### config.mk
export PLATFORM = sky130hd
export DESIGN_NAME = key_action_decoder
export DESIGN_NICKNAME = d
export VERILOG_FILES = /design/src/rtl/key_action_decoder.sv
export SDC_FILE = /design/constraint.sdc
export NUM_CORES = 1
export LEC_CHECK = 0
export ABC_AREA = 1
export CAP_MARGIN = 20
export CELL_PAD_IN_SITES_DETAIL_PLACEMENT = 1
export CELL_PAD_IN_SITES_GLOBAL_PLACEMENT = 1
export CORE_MARGIN = 3
export CORE_UTILIZATION = 39
export DETAILED_ROUTE_END_ITERATION = 12
export HOLD_SLACK_MARGIN = 0.02
export PLACE_DENSITY_LB_ADDON = 0.1
export SLEW_MARGIN = 25
export SYNTH_ARGS = -nofsm -noshare
export SYNTH_HDL_FRONTEND = slang
export SYNTH_SLANG_ARGS = --single-unit
### constraint.sdc
create_clock -name Clk -period 2.8 [get_ports Clk]
set_clock_uncertainty 0.2 [all_clocks]
set_input_delay 0.56 -clock Clk [delete_from_list [all_inputs] [get_ports Clk]]
set_output_delay 0.56 -clock Clk [all_outputs]
set_load 0.01 [all_outputs]
### src/rtl/key_action_decoder.sv
// Keycode-to-action decoder: matches the USB keycode slots against a keymap once per frame tick.
// For each action it produces a held level, press/release pulses and a typematic repeat pulse.
// `release` is a reserved word, so the release pulse port is named release_p.
module key_action_decoder #(
  parameter int unsigned                  NUM_SLOTS    = 6,
  parameter int unsigned                  NUM_ACTIONS  = 8,
  parameter logic [8*NUM_ACTIONS-1:0]     KEYMAP       = 64'h51_52_4F_50_16_1A_07_04,
  parameter int unsigned                  REPEAT_DELAY = 30,
  parameter int unsigned                  REPEAT_RATE  = 6
) (
  input  logic                     Clk,
  input  logic                     Reset,
  input  logic                     frame_tick,
  input  logic                     enable,
  input  logic [8*NUM_SLOTS-1:0]   keycodes,
  output logic [NUM_ACTIONS-1:0]   held,
  output logic [NUM_ACTIONS-1:0]   press,
  output logic [NUM_ACTIONS-1:0]   release_p,
  output logic [NUM_ACTIONS-1:0]   repeat_p
);

  localparam int unsigned CntW = (REPEAT_DELAY > 0) ? $clog2(REPEAT_DELAY + 1) : 1;
  localparam int unsigned CntTotW = CntW * NUM_ACTIONS;
  localparam logic [CntW-1:0] CntReload = CntW'(REPEAT_DELAY - REPEAT_RATE);

  logic [NUM_ACTIONS-1:0] match;
  logic [NUM_ACTIONS-1:0] held_d, held_q;
  logic [NUM_ACTIONS-1:0] press_d, press_q;
  logic [NUM_ACTIONS-1:0] release_d, release_q;
  logic [NUM_ACTIONS-1:0] repeat_d, repeat_q;
  logic [CntTotW-1:0]     cnt_d, cnt_q;

  // An all-zero keymap entry is unmapped and must never match an empty slot.
  always_comb begin
    match = '0;
    for (int i = 0; i < NUM_ACTIONS; i++) begin
      for (int k = 0; k < NUM_SLOTS; k++) begin
        if (enable && (KEYMAP[8*i +: 8] != 8'h00) &&
            (keycodes[8*k +: 8] == KEYMAP[8*i +: 8])) begin
          match[i] = 1'b1;
        end
      end
    end
  end

  always_comb begin
    held_d    = held_q;
    press_d   = '0;
    release_d = '0;
    repeat_d  = '0;
    cnt_d     = cnt_q;
    if (frame_tick) begin
      held_d    = match;
      press_d   = match & ~held_q;
      release_d = ~match & held_q;
      for (int i = 0; i < NUM_ACTIONS; i++) begin
        if (REPEAT_DELAY == 0) begin
          cnt_d[i*CntW +: CntW] = '0;
        end else if (!match[i] || !held_q[i]) begin
          // Release and fresh press both restart the typematic delay.
          cnt_d[i*CntW +: CntW] = '0;
        end else if ((32'(cnt_q[i*CntW +: CntW]) + 32'd1) == REPEAT_DELAY) begin
          repeat_d[i]           = 1'b1;
          cnt_d[i*CntW +: CntW] = CntReload;
        end else begin
          cnt_d[i*CntW +: CntW] = cnt_q[i*CntW +: CntW] + CntW'(1);
        end
      end
    end
  end

  always_ff @(posedge Clk or posedge Reset) begin
    if (Reset) begin
      held_q    <= '0;
      press_q   <= '0;
      release_q <= '0;
      repeat_q  <= '0;
      cnt_q     <= '0;
    end else begin
      held_q    <= held_d;
      press_q   <= press_d;
      release_q <= release_d;
      repeat_q  <= repeat_d;
      cnt_q     <= cnt_d;
    end
  end

  assign held      = held_q;
  assign press     = press_q;
  assign release_p = release_q;
  assign repeat_p  = repeat_q;

endmodule

==> summary.md, run 1 <==
| Metric | Value |
|---|---|
| Mean cell area of the mapped netlist | around 7 um2 |
| Clk Tree Root Cell | sky130_fd_sc_hd__clkbuf_16 |
| Buffer depth of the longest clock path | 2 |
| Max-Slew Margin vs Limit | between 60% and 70% |
| Vias per inst | roughly 5 |
| CP Launch Point | held[4]$_DFFE_PP0P_ |
| Critical path endpoint category | output port |
| Share of post-route cells with drive strength above 1 | between 10% and 20% |
| Clock latency reported for the late side of the worst-skew pair | ~0.34 ns |
| Count of cells resized by post-cts repair | 0 |
| Cell Count Post-Placement | between 900 and 1,000 |
| Count of different cell masters after synthesis | 37 |
| Placed inst area | just over 6000 um2 |
| Maximum clock frequency | roughly 0.44 GHz |
| Proportion of netlist area held by the largest area contributor | 35.7% |
| Share of the clock period used by the worst path | 80.9% |
| Reg2Reg Launch Point | cnt_q[25]$_DFFE_PP0P_ |
| Classification of the worst-slack hold path | reg2reg |
| Number of antenna violations at the first check in global routing | 0 |
| FF-to-FF path depth | 7 |
| Count of final setup violators | 0 |
| Setup Slack @ Placement | 0.394 ns |
| Ys Warns | 0 |
| Critical Path Stages | 1 |
| Sequential area share after synthesis | between 30% and 40% |
| Count of flip-flops with a built-in enable after synthesis | 0 |
| Status | finished, final reports clean |
| CTS sink count | slightly above 70 |
| Post-CTS setup buffers | 0 |
| Class of the most critical setup path | reg2out |
| Layout area overhead | 26.6% |
| Most common flop cell mapped by yosys | sky130_fd_sc_hd__dfrtp_1 |
| Residual DRC count | 0 |
| Most frequent cells in the layout | sky130_fd_sc_hd__nand2_1, sky130_fd_sc_hd__nor2_1, sky130_fd_sc_hd__inv_1, sky130_fd_sc_hd__clkdlybuf4s50_1, sky130_fd_sc_hd__dfrtp_1 |
| First-pass DRT Iterations | 5 |
| Post-Synthesis Net Count | just over 800 |
| Total Die Area | 14,400 um2 |
| Critical path launch point type | flip-flop |
| Top post-synthesis cells by area | sky130_fd_sc_hd__dfrtp_1, sky130_fd_sc_hd__nand2_1, sky130_fd_sc_hd__nor2_1 |
| Number of placement rows | 40 |
| Overall routing resource usage | 21.1% |
| TritonCTS Buffers | 9 |
| Count of boundary I/O pins | 84 |
| Most area-hungry cell type in the Yosys netlist | sky130_fd_sc_hd__dfrtp_1 |
| Family of cells with the greatest summed delay on the critical path | buffers and inverters |
| Net count, final | between 800 and 900 |
| Initial cell density of the core | roughly two fifths |
| Global-route wire length before repair | ~25 mm |
| Antenna diodes | 0 |
| I/O Buffers | 83 |
| Total wire length | around 14 mm |
| Peak VDD IR | approximately 370 uV |
| Setup repair after global routing missed its margin | no |
| Post-synthesis instance area | 5050 um2 |
| Die outline height | about 120 um |
| Remaining antenna violation count | 0 |
| Fin area | approximately 6400 um2 |
| Async set-reset flop share out of synthesis | 100% |
| Critical path fanouts, max | 9 |
| Final estimated routing congestion in global placement | roughly 0.90 |
| Data required time at the worst endpoint | roughly 2 ns |
| Clock Pin Slew Worst Setup and Hold Paths | ~0.06 ns |
| Overall power consumption | approximately 2600 uW |
| Critical path capture point | held[4] |
| Post-detailed-route wirelength per cell | ~14 um |
| Number of instances in the synthesized netlist | roughly 740 |
| Chip width | approximately 120 um |
| CTS tree | yes |
| Slowest library cell on the worst path | sky130_fd_sc_hd__clkdlybuf4s50_1 |
| Ratio of total power to cell area | 403 nW/um2 |
| Post-route setup TNS | 0 ns |
| Maximum capacitance violations | 0 |
| Max stage delay on crit path | about 0.6 ns |
| PnR worst setup slack | ~0.53 ns |
| Final standard cell count with taps included and fillers excluded | around 990 |
| Fin. max-slew vios | 0 |
| Total half-perimeter wirelength after legalization and detailed placement | ~11 mm |
| Critical R2R Capture | cnt_q[27]$_DFFE_PP0P_ |
| Number of hold violations in the final report | 0 |
| Cell chain of the critical path | clkdlybuf4s50_1 |
| Minimum setup slack among reg-to-reg paths | 1.00 ns |
| Leakage power total | 0.00309 uW |
| Arrival time at the worst endpoint | roughly 1.5 ns |
| Initial DRC count | between 150 and 200 |
| Residual overflow from global routing | 0 |
| CP bufs+invs | 1 |
| CORE AREA | 12,300 um2 |
| CTS H-Tree Depth | 3 |
| Number of global-route vias before repair | between 5,000 and 6,000 |
| Synth Register Bits | slightly above 70 |
| Final min period | 2.27 ns |
| Most frequent standard cell in the layout excluding fill and tap cells | sky130_fd_sc_hd__nand2_1 |
| Via count | 4,904 |
| Largest net degree at the start of global routing | 73 |
| Number of buffers inserted for hold repair after clock tree synthesis | 0 |
| Worst Tran Pin Value | approximately 0.57 ns |
==> routing by layer <==
metal	vias up	wire length (um)	global-route usage (%)
met4	0	157	5.30
met5	-	0	0
li1	2474	-	-
met2	68	7070	36.9
met3	12	403	3.49
met1	2350	6720	27.1
==> logic make-up after synthesis <==
group | count (synthesis) | synth area share [%]
buffers and inverters | 108 | 8.62
AO/OA/AOI/OAI | 37 | 4.78
flip-flops | 72 | 35.7
AND/OR/NAND/NOR | 497 | 45.6
adder cells (fa/ha/maj) | 16 | 3.96
XOR/XNOR | 7 | 1.36
==> area by class of cell <==
| class | count | area (um2) |
|---|---|---|
| Sequential cell | 72 | 1800 |
| Clock buffer | 10 | 239 |
| Timing Repair Buffer | 89 | 888 |
| Inverter | 92 | 348 |
| Fill cell | 1619 | 5920 |
| Tap cell | 168 | 210 |
| Multi-Input combinational cell | 557 | 2810 |
| Clock inverter | 6 | 91.3 |
==> worst reg2reg max path, stage by stage (launching register included) <==
cell,delay [ns]
sky130_fd_sc_hd__dfrtp_1,0.45
sky130_fd_sc_hd__ha_1,0.27
sky130_fd_sc_hd__or2_1,0.26
sky130_fd_sc_hd__nand3_1,0.07
sky130_fd_sc_hd__nor2_1,0.07
sky130_fd_sc_hd__a21oi_1,0.19
sky130_fd_sc_hd__nand4_1,0.13
sky130_fd_sc_hd__nand2_1,0.09
==> stage by stage <==
stage,util [%],hold slack (ns)
after detailed placement,49.2,0.299
after global placement,49.2,0.294
after global routing,51.9,0.336
after CTS,51.9,0.320
after floorplan,-,0.271
final,51.9,0.312
==> synth_stat cells (6+ instances only) <==
cell,count
sky130_fd_sc_hd__buf_2,13
sky130_fd_sc_hd__dfrtp_1,72
sky130_fd_sc_hd__nand2_1,208
sky130_fd_sc_hd__ha_1,16
sky130_fd_sc_hd__nand4_1,21
sky130_fd_sc_hd__nor2_2,22
sky130_fd_sc_hd__inv_1,87
sky130_fd_sc_hd__nand2_2,16
sky130_fd_sc_hd__nor2_1,118
sky130_fd_sc_hd__nand3_1,66
sky130_fd_sc_hd__a21oi_1,9
sky130_fd_sc_hd__o21ai_0,8
sky130_fd_sc_hd__o21ai_1,6
sky130_fd_sc_hd__nand3_2,9
sky130_fd_sc_hd__nor3_1,12
==> power breakdown <==
group          internal, uW  switching [uW]  leakage (uW)
sequential             1040            4.08       0.00101
clock                   807             455      0.000151
combinational           109             160       0.00193
==> how the worst min path moves through the flow <==
stage,startpoint,end,slack [ns],depth (start not counted)
floorplan,cnt_q[24]$_DFFE_PP0P_,cnt_q[24]$_DFFE_PP0P_,0.27,2
global placement,cnt_q[4]$_DFFE_PP0P_,cnt_q[4]$_DFFE_PP0P_,0.29,2
detailed placement,cnt_q[4]$_DFFE_PP0P_,cnt_q[4]$_DFFE_PP0P_,0.30,2
CTS,cnt_q[24]$_DFFE_PP0P_,cnt_q[24]$_DFFE_PP0P_,0.32,2
global route,cnt_q[24]$_DFFE_PP0P_,cnt_q[24]$_DFFE_PP0P_,0.34,2
finish,cnt_q[24]$_DFFE_PP0P_,cnt_q[24]$_DFFE_PP0P_,0.31,2
==> sequential cells by signal (all words and copies together), names as in the netlist <==
signal     flops
press          8
held           8
repeat_p       8
release_p      8
cnt_q         40
Power figures use the tool's default switching activity.
==> inputs of run 2 (changes only) <==
- CORE_UTILIZATION: 39 -> 35
- clock period: 2.8 -> 1.84 ns (I/O delays scaled with it)
==> run 2 against run 1 <==
Net effect:
- first-iteration DRC count up 14%
- highest routed layer unchanged
- count of clock-buffer cells in the layout increased by 4
- largest power group unchanged
- hold slack worse by 0.038 ns
- worst setup slack lost 0.50 ns
- sequential share of layout area is 1.6 points lower
- non-clock buffer count up 31
- cell area increased by 6.2%
- global-route usage decreased by 1.9 points
==> summary.md, run 2 (synthesis results as in run 1) <==
| Metric | Value |
|---|---|
| Residual DRC count | 0 (unchanged) |
| Max-Slew Margin vs Limit | 72.6% (+11 points) |
| Via count | 5,115 (+4.3%) |
| Clock Power Share | 46.0% (-2.9 points) |
| Status | finished, final reports clean |
| Most frequent cells in the layout | sky130_fd_sc_hd__nand2_1, sky130_fd_sc_hd__nor2_1, sky130_fd_sc_hd__inv_1, sky130_fd_sc_hd__clkdlybuf4s50_1, sky130_fd_sc_hd__dfrtp_1 |
| Buffer depth of the longest clock path | 2 (unchanged) |
| Net count, final | 920 (+3.5%) |
| Max stage delay on crit path | 0.54 ns (-0.07 ns) |
| Maximum clock frequency | roughly 0.55 GHz |
| Internal Dissipation | 2870 uW (+47%) |
| Switch Pwr | 916 uW (+48%) |
| Fin area | 6790 um2 (+6.2%) |
| Family of cells with the greatest summed delay on the critical path | buffers and inverters |
| Antenna diodes | 0 (unchanged) |
| Critical path fanouts, max | 2 (-7) |
| Most frequent standard cell in the layout excluding fill and tap cells | sky130_fd_sc_hd__nand2_1 |
| Share of post-route cells with drive strength above 1 | 18.6% (+6.2 points) |
| Remaining antenna violation count | 0 (unchanged) |
| Minimum setup slack among reg-to-reg paths | 0.12 ns (-0.88 ns) |
| Clock Pin Slew Worst Setup and Hold Paths | 0.05 ns (about the same) |
| Vias per inst | 4.93 (about the same) |
| Critical path launch point type | flip-flop |
| Slowest library cell on the worst path | sky130_fd_sc_hd__clkdlybuf4s50_1 |
| Total Die Area | 15,900 um2 (+11%) |
| Chip width | 126 um (+5.3%) |
| Placed inst area | 6310 um2 (+4.0%) |
| CORE AREA | 14,000 um2 (+14%) |
| Arrival time at the worst endpoint | 1.24 ns (-0.27 ns) |
| Leakage power total | 0.00332 uW (+7.5%) |
| Clock latency reported for the late side of the worst-skew pair | 0.33 ns (about the same) |
| Count of boundary I/O pins | 84 (unchanged) |
| Cell chain of the critical path | clkdlybuf4s50_1 |
| Number of antenna violations at the first check in global routing | 0 (unchanged) |
| Clk Tree Root Cell | sky130_fd_sc_hd__clkbuf_16 |
| CTS sink count | 72 (unchanged) |
| Share of the clock period used by the worst path | between 90% and 100% |
| Data required time at the worst endpoint | 1.27 ns (-0.77 ns) |
| Number of placement rows | 43 (+7.5%) |
| Classification of the worst-slack hold path | in2async |
| Maximum capacitance violations | 0 (unchanged) |
| TritonCTS Buffers | 9 (unchanged) |
| Count of final setup violators | 0 (unchanged) |
| Flip-flop count of the largest register, all copies and words added | 40 (unchanged) |
| Peak VDD IR | 395 uV (+6.5%) |
| Initial DRC count | 226 (+14%) |
| Setup repair after global routing missed its margin | yes |
| Global-route wire length before repair | 25.4 mm (+2.8%) |
| I/O Buffers | 83 (unchanged) |
| Fraction of power spent switching nets | 24.2% (+0.17 points) |
| Final min period | roughly 1.8 ns |
| CP bufs+invs | 1 (unchanged) |
| Layout area overhead | 34.4% |
| Residual overflow from global routing | 0 (unchanged) |
| Share of total power in combinational logic | 12.0% (+1.6 points) |
| CTS H-Tree Depth | 3 (unchanged) |
| End-of-flow core utilization | 48.5% (-3.4 points) |
| Post-detailed-route wirelength per cell | 14.5 um (+0.18%) |
| Ratio of total power to cell area | 558 nW/um2 (+38%) |
| First-pass DRT Iterations | 4 (-1) |
| Class of the most critical setup path | reg2out |
| Number of hold violations in the final report | 0 (unchanged) |
| Critical path endpoint category | output port |
| Portion of total power attributed to sequential cells | 42.0% (+1.4 points) |
| Number of global-route vias before repair | 5,405 (+3.8%) |
| Fin. max-slew vios | 0 (unchanged) |
| Worst Tran Pin Value | 0.412 ns (-0.159 ns) |
| Initial cell density of the core | 36.1% (-4.9 points) |
| Total wire length | 15.0 mm (+4.5%) |
| Final estimated routing congestion in global placement | 0.876 (-2.3%) |
| Overall routing resource usage | 19.2% (-1.9 points) |
| CTS tree | yes |
| Largest Register | cnt_q |
| Die outline height | 126 um (+5.3%) |
| Total half-perimeter wirelength after legalization and detailed placement | 11.7 mm (+1.8%) |
| Largest net degree at the start of global routing | 73 (unchanged) |
run 2: power groups by stage:
| stage | Combinational (uW) | Clock, uW | Sequential, uW |
|---|---|---|---|
| global placement | 437 | 0 | 1620 |
| CTS | 454 | 1790 | 1590 |
| detailed placement | 451 | 0 | 1620 |
| floorplan | 201 | 0 | 1620 |
| finish | 456 | 1740 | 1590 |
| global route | 507 | 1860 | 1590 |
run 2: per-layer routing:
| layer | wire [um] | share of wire [%] | track usage, % | vias up |
|---|---|---|---|---|
| met5 | 0 | 0 | 0 | - |
| met4 | 233 | 1.6 | 5.17 | 0 |
| met3 | 463 | 3.1 | 3.05 | 20 |
| met2 | 7720 | 51 | 34.5 | 89 |
| met1 | 6580 | 44 | 23.9 | 2462 |
| li1 | - | - | - | 2544 |
run 2: cell type report:
cell class | count | area (um2)
clock inverters | 2 | 38.8
clock buffers | 14 | 254
well taps | 180 | 225
fillers | 1804 | 7200
flip-flops and latches | 72 | 1810
inverters | 92 | 352
multi-input cells | 557 | 2940
repair buffers | 120 | 1170
run 2: worst paths after layout:
| check | cells after the start | endpoint | from |
|---|---|---|---|
| min in group Clk | 2 | cnt_q[24]$_DFFE_PP0P_ | cnt_q[24]$_DFFE_PP0P_ |
| worst max-delay path | 1 | held[3] | held[3]$_DFFE_PP0P_ |
| worst min register to register | 2 | cnt_q[24]$_DFFE_PP0P_ | cnt_q[24]$_DFFE_PP0P_ |
| worst min-delay path | 3 | repeat_p[1]$_DFF_PP0_ | Reset |
| worst max register to register | 7 | cnt_q[30]$_DFFE_PP0P_ | cnt_q[30]$_DFFE_PP0P_ |
| max in group asynchronous | 3 | held[3]$_DFFE_PP0P_ | Reset |
run 2: per-stage QoR:
stage / worst slack (ns) / hold slack (ns) / std cells / setup TNS (ns) / power [uW]
finish: 0.0358 / 0.274 / 1037 / 0 / 3790
global route: -0.0133 / 0.350 / 1037 / -0.0481 / 3950
CTS: 0.0182 / 0.319 / 1033 / 0 / 3830
detailed placement: -0.294 / 0.302 / 1015 / -17.11 / 2070
global placement: -0.253 / 0.295 / 1015 / -14.60 / 2060
floorplan: 0.240 / 0.271 / 737 / 0 / 1820
run 2: timing repair:
item	CTS	global route
buffers inserted	2	4
setup endpoints to repair	3	46
resized for setup	4	42
pin swaps	0	5
hold buffers	0	0
